<file path="src/rtl/shift_result_stage.sv">
// Registered result stage behind the barrel left-shifter: derives Z/N/C (and optional V)
// flags on push and buffers entries in a 2-deep FIFO. Optional V flag: SHIFT_RESULT_OVF_EN.
module shift_result_stage #(
  parameter  int WIDTH = 32,
  localparam int SHW   = $clog2(WIDTH)
) (
  input  logic             clk,
  input  logic             reset,
  input  logic             flush,
  input  logic             in_valid,
  output logic             in_ready,
  input  logic [WIDTH-1:0] in_operand,
  input  logic [SHW-1:0]   in_sel,
  input  logic [WIDTH-1:0] in_result,
  output logic             out_valid,
  input  logic             out_ready,
  output logic [WIDTH-1:0] out_result,
  output logic             out_z,
  output logic             out_n,
  output logic             out_c,
`ifdef SHIFT_RESULT_OVF_EN
  output logic             out_v,
`endif
  output logic [1:0]       out_count
);

  // Handshake: a transfer happens on a side only in a cycle where both valid and ready
  // are high; in_ready depends on occupancy alone, never on out_ready.
`ifdef SHIFT_RESULT_OVF_EN
  localparam int FW = 4;
`else
  localparam int FW = 3;
`endif
  localparam int EW = WIDTH + FW;

  logic [1:0]    count;
  logic [EW-1:0] head_q;
  logic [EW-1:0] tail_q;
  logic [EW-1:0] new_entry;
  logic          push;
  logic          pop;
  logic [SHW-1:0] c_idx;
  logic          flag_z;
  logic          flag_n;
  logic          flag_c;

  assign in_ready  = (count != 2'd2);
  assign out_valid = (count != 2'd0);
  assign push      = in_valid & in_ready;
  assign pop       = out_valid & out_ready;

  // Two's-complement negate of sel gives WIDTH-sel for every non-zero shift amount.
  assign c_idx  = '0 - in_sel;
  assign flag_z = (in_result == '0);
  assign flag_n = in_result[WIDTH-1];
  assign flag_c = (in_sel != '0) ? in_operand[c_idx] : 1'b0;

`ifdef SHIFT_RESULT_OVF_EN
  logic flag_v;

  // Overflow when any of the top sel+1 operand bits differs from the sign bit.
  always_comb begin
    flag_v = 1'b0;
    for (int i = 0; i < WIDTH; i++) begin
      if ((i + int'(in_sel) >= WIDTH - 1) && (in_operand[i] != in_operand[WIDTH-1])) begin
        flag_v = 1'b1;
      end
    end
  end

  assign new_entry = {in_result, flag_z, flag_n, flag_c, flag_v};
  assign out_v     = head_q[0];
`else
  assign new_entry = {in_result, flag_z, flag_n, flag_c};
`endif

  always_ff @(posedge clk or posedge reset) begin
    if (reset) begin
      count  <= 2'd0;
      head_q <= '0;
      tail_q <= '0;
    end else if (flush) begin
      count  <= 2'd0;
      head_q <= '0;
      tail_q <= '0;
    end else begin
      case (count)
        2'd0: begin
          if (push) begin
            head_q <= new_entry;
            count  <= 2'd1;
          end
        end
        2'd1: begin
          if (push && pop) begin
            head_q <= new_entry;
          end else if (push) begin
            tail_q <= new_entry;
            count  <= 2'd2;
          end else if (pop) begin
            // Head keeps the popped values on the way to empty.
            count <= 2'd0;
          end
        end
        2'd2: begin
          if (pop) begin
            head_q <= tail_q;
            count  <= 2'd1;
          end
        end
        default: count <= 2'd0;
      endcase
    end
  end

  assign out_result = head_q[EW-1 -: WIDTH];
  assign out_z      = head_q[FW-1];
  assign out_n      = head_q[FW-2];
  assign out_c      = head_q[FW-3];
  assign out_count  = count;

endmodule

</file>
<file path="config.mk">
export PLATFORM = sky130hd
export DESIGN_NAME = shift_result_stage
export DESIGN_NICKNAME = d
export VERILOG_FILES = /design/src/rtl/shift_result_stage.sv
export SDC_FILE = /design/constraint.sdc
export NUM_CORES = 1
export LEC_CHECK = 0
export BUFFER_PORTS_ARGS = -buffer_cell sky130_fd_sc_hd__buf_2
export CORE_MARGIN = 10
export CORE_UTILIZATION = 40
export CTS_BUF_LIST = sky130_fd_sc_hd__clkbuf_16
export DETAILED_ROUTE_END_ITERATION = 10
export PLACE_DENSITY_LB_ADDON = 0.08
export SYNTH_ARGS = -nofsm -noshare
export SYNTH_HDL_FRONTEND = slang
export SYNTH_SLANG_ARGS = --single-unit
</file>
<file path="constraint.sdc">
create_clock -name clk -period 3.32 [get_ports clk]
set_input_delay 0.498 -clock clk [delete_from_list [all_inputs] [get_ports clk]]
set_output_delay 0.498 -clock clk [all_outputs]
set_load 0.01 [all_outputs]
</file>
After elaboration in Yosys (flattened, before gate mapping) --
Cells that the tools add are included. W data, S select, Z words.
Cells by class: add/subtract/negate cells 1, order comparisons 1, eq/ne operators 9, multiplexer cells 18, bitwise operators 2, reductions and logical operators 11
Operators with widths (count):
- $mux W35 | 7
- $pmux W35 S3 | 1
- $logic_not A32 Y1 | 1
- $mux W2 | 6
- $ne A3 B3 Y1 const B | 4
- $reduce_and A4 Y1 | 2
- $lt A5 B6 Y1 const B | 1
- $pmux W2 S3 | 1
- $reduce_bool A2 Y1 | 3
- $bmux W1 S5 | 1
- $reduce_bool A5 Y1 | 1
- $sub A1 B5 Y5 const A | 1
- $ne A2 B2 Y1 const B | 2
- $ne A4 B4 Y1 const B | 1
- $reduce_bool A4 Y1 | 1
- $reduce_and A3 Y1 | 1
- $and A1 B1 Y1 | 2
- $eq A2 B1 Y1 const B | 1
- $eq A2 B2 Y1 const B | 1
- $logic_not A2 Y1 | 1
- $mux W1 | 2
- $logic_and A1 B1 Y1 | 1
Word-level totals: register bits after elaboration 72, input bits 74, output and inout bits 39

Logic depth before layout (Yosys ltp) --
depth in word-level cells 8, mapped depth 10

Least setup slack after synthesis --
Ideal clock, no wire load.
path type input to register, from in in_sel[0], to reg tail_q[0], setup time 0.087 ns, arrival time 2.128 ns, data required time 3.233 ns, path slack 1.106 ns, stages on the path 10, buffers on the path 3, cells stage by stage buf_2 -> inv_1 -> ha_1 -> buf_4 -> buf_4 -> mux2i_1 -> a22oi_1 -> nand4_1 -> and4_4 -> a211oi_2
Between the ends: cells in the longest elaborated chain, start to end 8, elaborated cells on any way between the ends 9
Ends and longest elaborated chain:
- start, declared | RTL line 13 | input logic [SHW-1:0] in_sel,
- $sub A1 B5 Y5 | RTL line 53 | assign c_idx = '0 - in_sel;
- $bmux W1 S5 | RTL line 56 | assign flag_c = (in_sel != '0) ? in_operand[c_idx] : 1'b0;
- $mux W1 (not written as such) | RTL line 56
- $mux W1 * | RTL line 56
- $mux W35 * | RTL line 97 | end else if (push) begin
- $mux W35 * | RTL line 95 | if (push && pop) begin
- $mux W35 * | RTL line 87 | case (count)
- $mux W35 * | RTL line 82 | end else if (flush) begin
- end signal, assigned | RTL line 98 | tail_q <= new_entry;
- end, declared | RTL line 38 | logic [EW-1:0] tail_q;
Every way passes the cells marked *; elsewhere a longest branch is shown, timed or not. The select of a mux whose other input is x is not followed. A chain may end at the register's enable or synchronous reset.

Final worst setup path --
from reg count[0] (netlist: out_count[0]), to out in_ready
Between the ends: cells in the longest elaborated chain, start to end 1
Ends and longest elaborated chain:
- start, declared | RTL line 36 | logic [1:0] count;
- start signal, assigned | RTL line 79 | count <= 2'd0;
- start signal, assigned | RTL line 83 | count <= 2'd0;
- start signal, assigned | RTL line 91 | count <= 2'd1;
- $ne A2 B2 Y1 | RTL line 47 | assign in_ready = (count != 2'd2);
- end, declared | RTL line 11 | output logic in_ready,
Every way passes these cells.

==> results.md <==
- Max stage delay cell, worst path: sky130_fd_sc_hd__nand2b_2
- Fin. max-slew vios: 0
- TritonRoute pass-1 iters: 4
- Largest voltage drop on the vdd net: 263 uV
- Aggregate negative setup slack: 0 ns
- Tightest Hold Check Type: input port to async pin
- CP Launch Point: out_count[0]$_DFFE_PP0P_
- Highest achievable clock rate: 430 MHz
- Routability-driven placement congestion ratio: 0.756
- Via density: 5.15
- Total via count in the routed design: 3058
- Mapped Nets: 456
- RSZ-0062 raised after global routing: no
- CTS Root Cell: sky130_fd_sc_hd__clkbuf_16
- Initial antenna violation count: 2
- Result of the run: finished clean
- Fraction of power spent switching nets: 24.7%
- Number of buffers between clock root and the deepest sink: 2
- Height of the die: 115 um
- Worst reg2reg path startpoint: out_count[1]$_DFFE_PP0P_
- Clock transition at the registers of the reported paths: 0.06 ns
- Largest net degree at the start of global routing: 71
- Post-CTS sizing: 0
- Final-report hold violation count: 0
- Post-CTS repair timing setup buffer count: 0
- Cell row count: 34
- Required @ worst endpoint: 2.82 ns
- Final worst path period share: 70.1%
- GRT overflow: 0
- Setup ws final: 0.993 ns
- Number of distinct standard cells referenced by the synthesized netlist: 34
- Share of the synthesized area in the top cell type: 48.6%
- Average cell area after synthesis: 9.48 um^2
- Final design instance area without fill: 4590 um^2
- Total Wirelength: 9810 um
- Critical path endpoint category: output pin
- Core region area: 8760 um^2
- Post-synthesis instance area: 3600 um^2
- Cell type group with the largest total delay on the critical path: simple AND/OR/NAND/NOR gates
- Largest clock skew in the final design: 0.00456 ns
- Max-capacitance violation count: 0
- Max H-tree Level: 3
- Sequential element share of the synthesized area: 48.6%
- Sequential share of power: 39.4%
- Worst slack at placement: 0.930 ns
- Clk sinks: 70
- Share of post-route cells with drive strength above 1: 30.2%
- Worst Tran Pin Value: 0.954 ns
- Wire per inst: 16.5 um
- Area after DPL: 4250 um^2
- Flip-flop and latch count after synthesis: 70
- Number of diodes: 0
- Global-route wire length before repair: 16200 um
- Quantity of I/O buffers inserted on ports: 112
- Nets: 557
- DP Wirelength: 7130 um
- Minimum clock period: 2.33 ns
- Most frequently used flop master after synthesis: sky130_fd_sc_hd__dfrtp_1
- Number of buffers inserted during clock tree synthesis: 9
- Number of cells in the design after placement: 578
- Largest cells by area after synthesis: sky130_fd_sc_hd__dfrtp_1 (49%), sky130_fd_sc_hd__mux2i_1 (13%), sky130_fd_sc_hd__nand2_1 (10%)
- Critical path cell sequence: nand2b_2 > buf_2
- Later-pin clock latency in the skew report: 0.32 ns
- Relative max-transition margin: 36.4%
- Pwr dens: 514 nW/um^2
- Clock tree from TritonCTS: done
- Post-synth top area cell: sky130_fd_sc_hd__dfrtp_1
- Worst hold slack across all endpoints: 0.212 ns
- Biggest fanout along the worst timing path: 29
- Critical path data arrival time: 1.83 ns
- Drt initial violations: 153
- Antenna violation net count after detailed routing: 0
- DIE AREA: 13200 um^2
- Cells after synthesis: 380
- Kind of start point of the critical path: flip-flop
- Via count of the first global-routing pass: 3319
- Count of unresolved DRC violations after routing: 0
- Layout-stage area growth over the synthesis result: 27.3%
- Aggregate global-route resource usage: 15.0%
- Yosys synthesis warning count: 0
- Number of flops mapped to enable cells by yosys: 0
- Setup violations, final: 0
- Max incr delay on CP: 0.78 ns
- Net Sw Power: 0.583 mW
- Cell internal power dissipation: 1.77 mW
- Category of the most critical setup path: flip-flop to output pin
- Die outline width: 115 um
- Number of buffers inserted by hold repair at cts: 0
- Number of standard cells in the final layout excluding fillers: 594
- Logic pwr share: 14.4%
- Fraction of registers with async set or reset after synthesis: 100%
- Worst Path Buf+Inv: 1
- Count of boundary I/O pins: 113
- Leakage component of the power: 2.36 nW
- Clock Power Share: 46.2%
- Initial Utilization: 41.1%
final timing paths:
| kind | to | slack [ns] | cells past startpoint |
|---|---|---|---|
| min in group clk | tail_q[12]$_DFFE_PP0P_ | 0.43 | 3 |
| hold / removal | tail_q[16]$_DFFE_PP0P_ | 0.21 | 2 |
| setup reg to reg | head_q[20]$_DFFE_PP0P_ | 1.24 | 4 |
| setup / recovery | in_ready | 0.99 | 2 |
| max in group asynchronous | out_count[0]$_DFFE_PP0P_ | 2.42 | 3 |
| hold reg to reg | head_q[13]$_DFFE_PP0P_ | 0.47 | 2 |
metal layers:
| metal | vias to the layer above | GRT usage [%] | part of all wire (%) |
|---|---|---|---|
| met5 | - | 0 | 0.13 |
| li1 | 1539 | - | - |
| met1 | 1420 | 19.0 | 45 |
| met2 | 85 | 23.4 | 47 |
| met3 | 12 | 5.83 | 6.8 |
| met4 | 2 | 3.71 | 1.1 |
stage by stage:
stage          utilization, %  power [mW]
2_1_floorplan               -        1.14
3_3_place_gp             48.5        1.28
3_5_place_dp             48.5        1.29
4_1_cts                  52.3        2.39
5_1_grt                  52.3        2.48
6_report                 52.3        2.36
cell families after synthesis:
| logic type | synth area share, % |
|---|---|
| AOI/OAI and AO/OA | 15.2 |
| xor gates and xnor gates | 1.15 |
| adders and majority gates | 0.694 |
| buffers and inverters | 4.34 |
| DFF | 48.6 |
| muxes | 13.1 |
| and+or+nand+nor | 16.9 |
sequential cells by signal, summed over array words and instances (netlist names):
name       flops
out_count      2
tail_q        34
head_q        34
power by group through the flow:
stage	clock [mW]	combinational (mW)	sequential [mW]
floorplan	0	0.185	0.959
global placement	0	0.343	0.941
detailed placement	0	0.348	0.944
CTS	1.11	0.348	0.929
global route	1.16	0.381	0.934
finish	1.09	0.339	0.928
cell usage after synthesis (6+ instances only):
library cell / count
sky130_fd_sc_hd__nor2b_1: 6
sky130_fd_sc_hd__clkbuf_1: 17
sky130_fd_sc_hd__o31ai_1: 32
sky130_fd_sc_hd__nor4_1: 8
sky130_fd_sc_hd__a21oi_1: 36
sky130_fd_sc_hd__mux2i_1: 46
sky130_fd_sc_hd__nor2_1: 10
sky130_fd_sc_hd__nand4_1: 6
sky130_fd_sc_hd__buf_2: 11
sky130_fd_sc_hd__dfrtp_1: 70
sky130_fd_sc_hd__nand2_1: 99
cell usage in the layout, fill, tap and decap left out, types with 4 or more instances in the layout:
master                      instances
sky130_fd_sc_hd__nand4_1            6
sky130_fd_sc_hd__nor2b_1            5
sky130_fd_sc_hd__a21oi_1           36
sky130_fd_sc_hd__inv_1              5
sky130_fd_sc_hd__nand2_1           99
sky130_fd_sc_hd__dfrtp_1           70
sky130_fd_sc_hd__a31oi_1            4
sky130_fd_sc_hd__mux2i_1           46
sky130_fd_sc_hd__nor2_1            10
sky130_fd_sc_hd__clkbuf_16          9
sky130_fd_sc_hd__o31ai_1           32
sky130_fd_sc_hd__a22oi_1            4
sky130_fd_sc_hd__buf_2            112
sky130_fd_sc_hd__buf_4              9
sky130_fd_sc_hd__nor4_1             8
layout make-up:
class | instances | area, um^2
clock buffers | 9 | 225
clock inverters | 7 | 114
fillers | 817 | 4180
inverters | 4 | 16.3
multi-input cells | 275 | 1720
flip-flops and latches | 70 | 1750
repair buffers | 121 | 628
well taps | 108 | 135
Note: power is estimated with default switching activity, not from simulation.
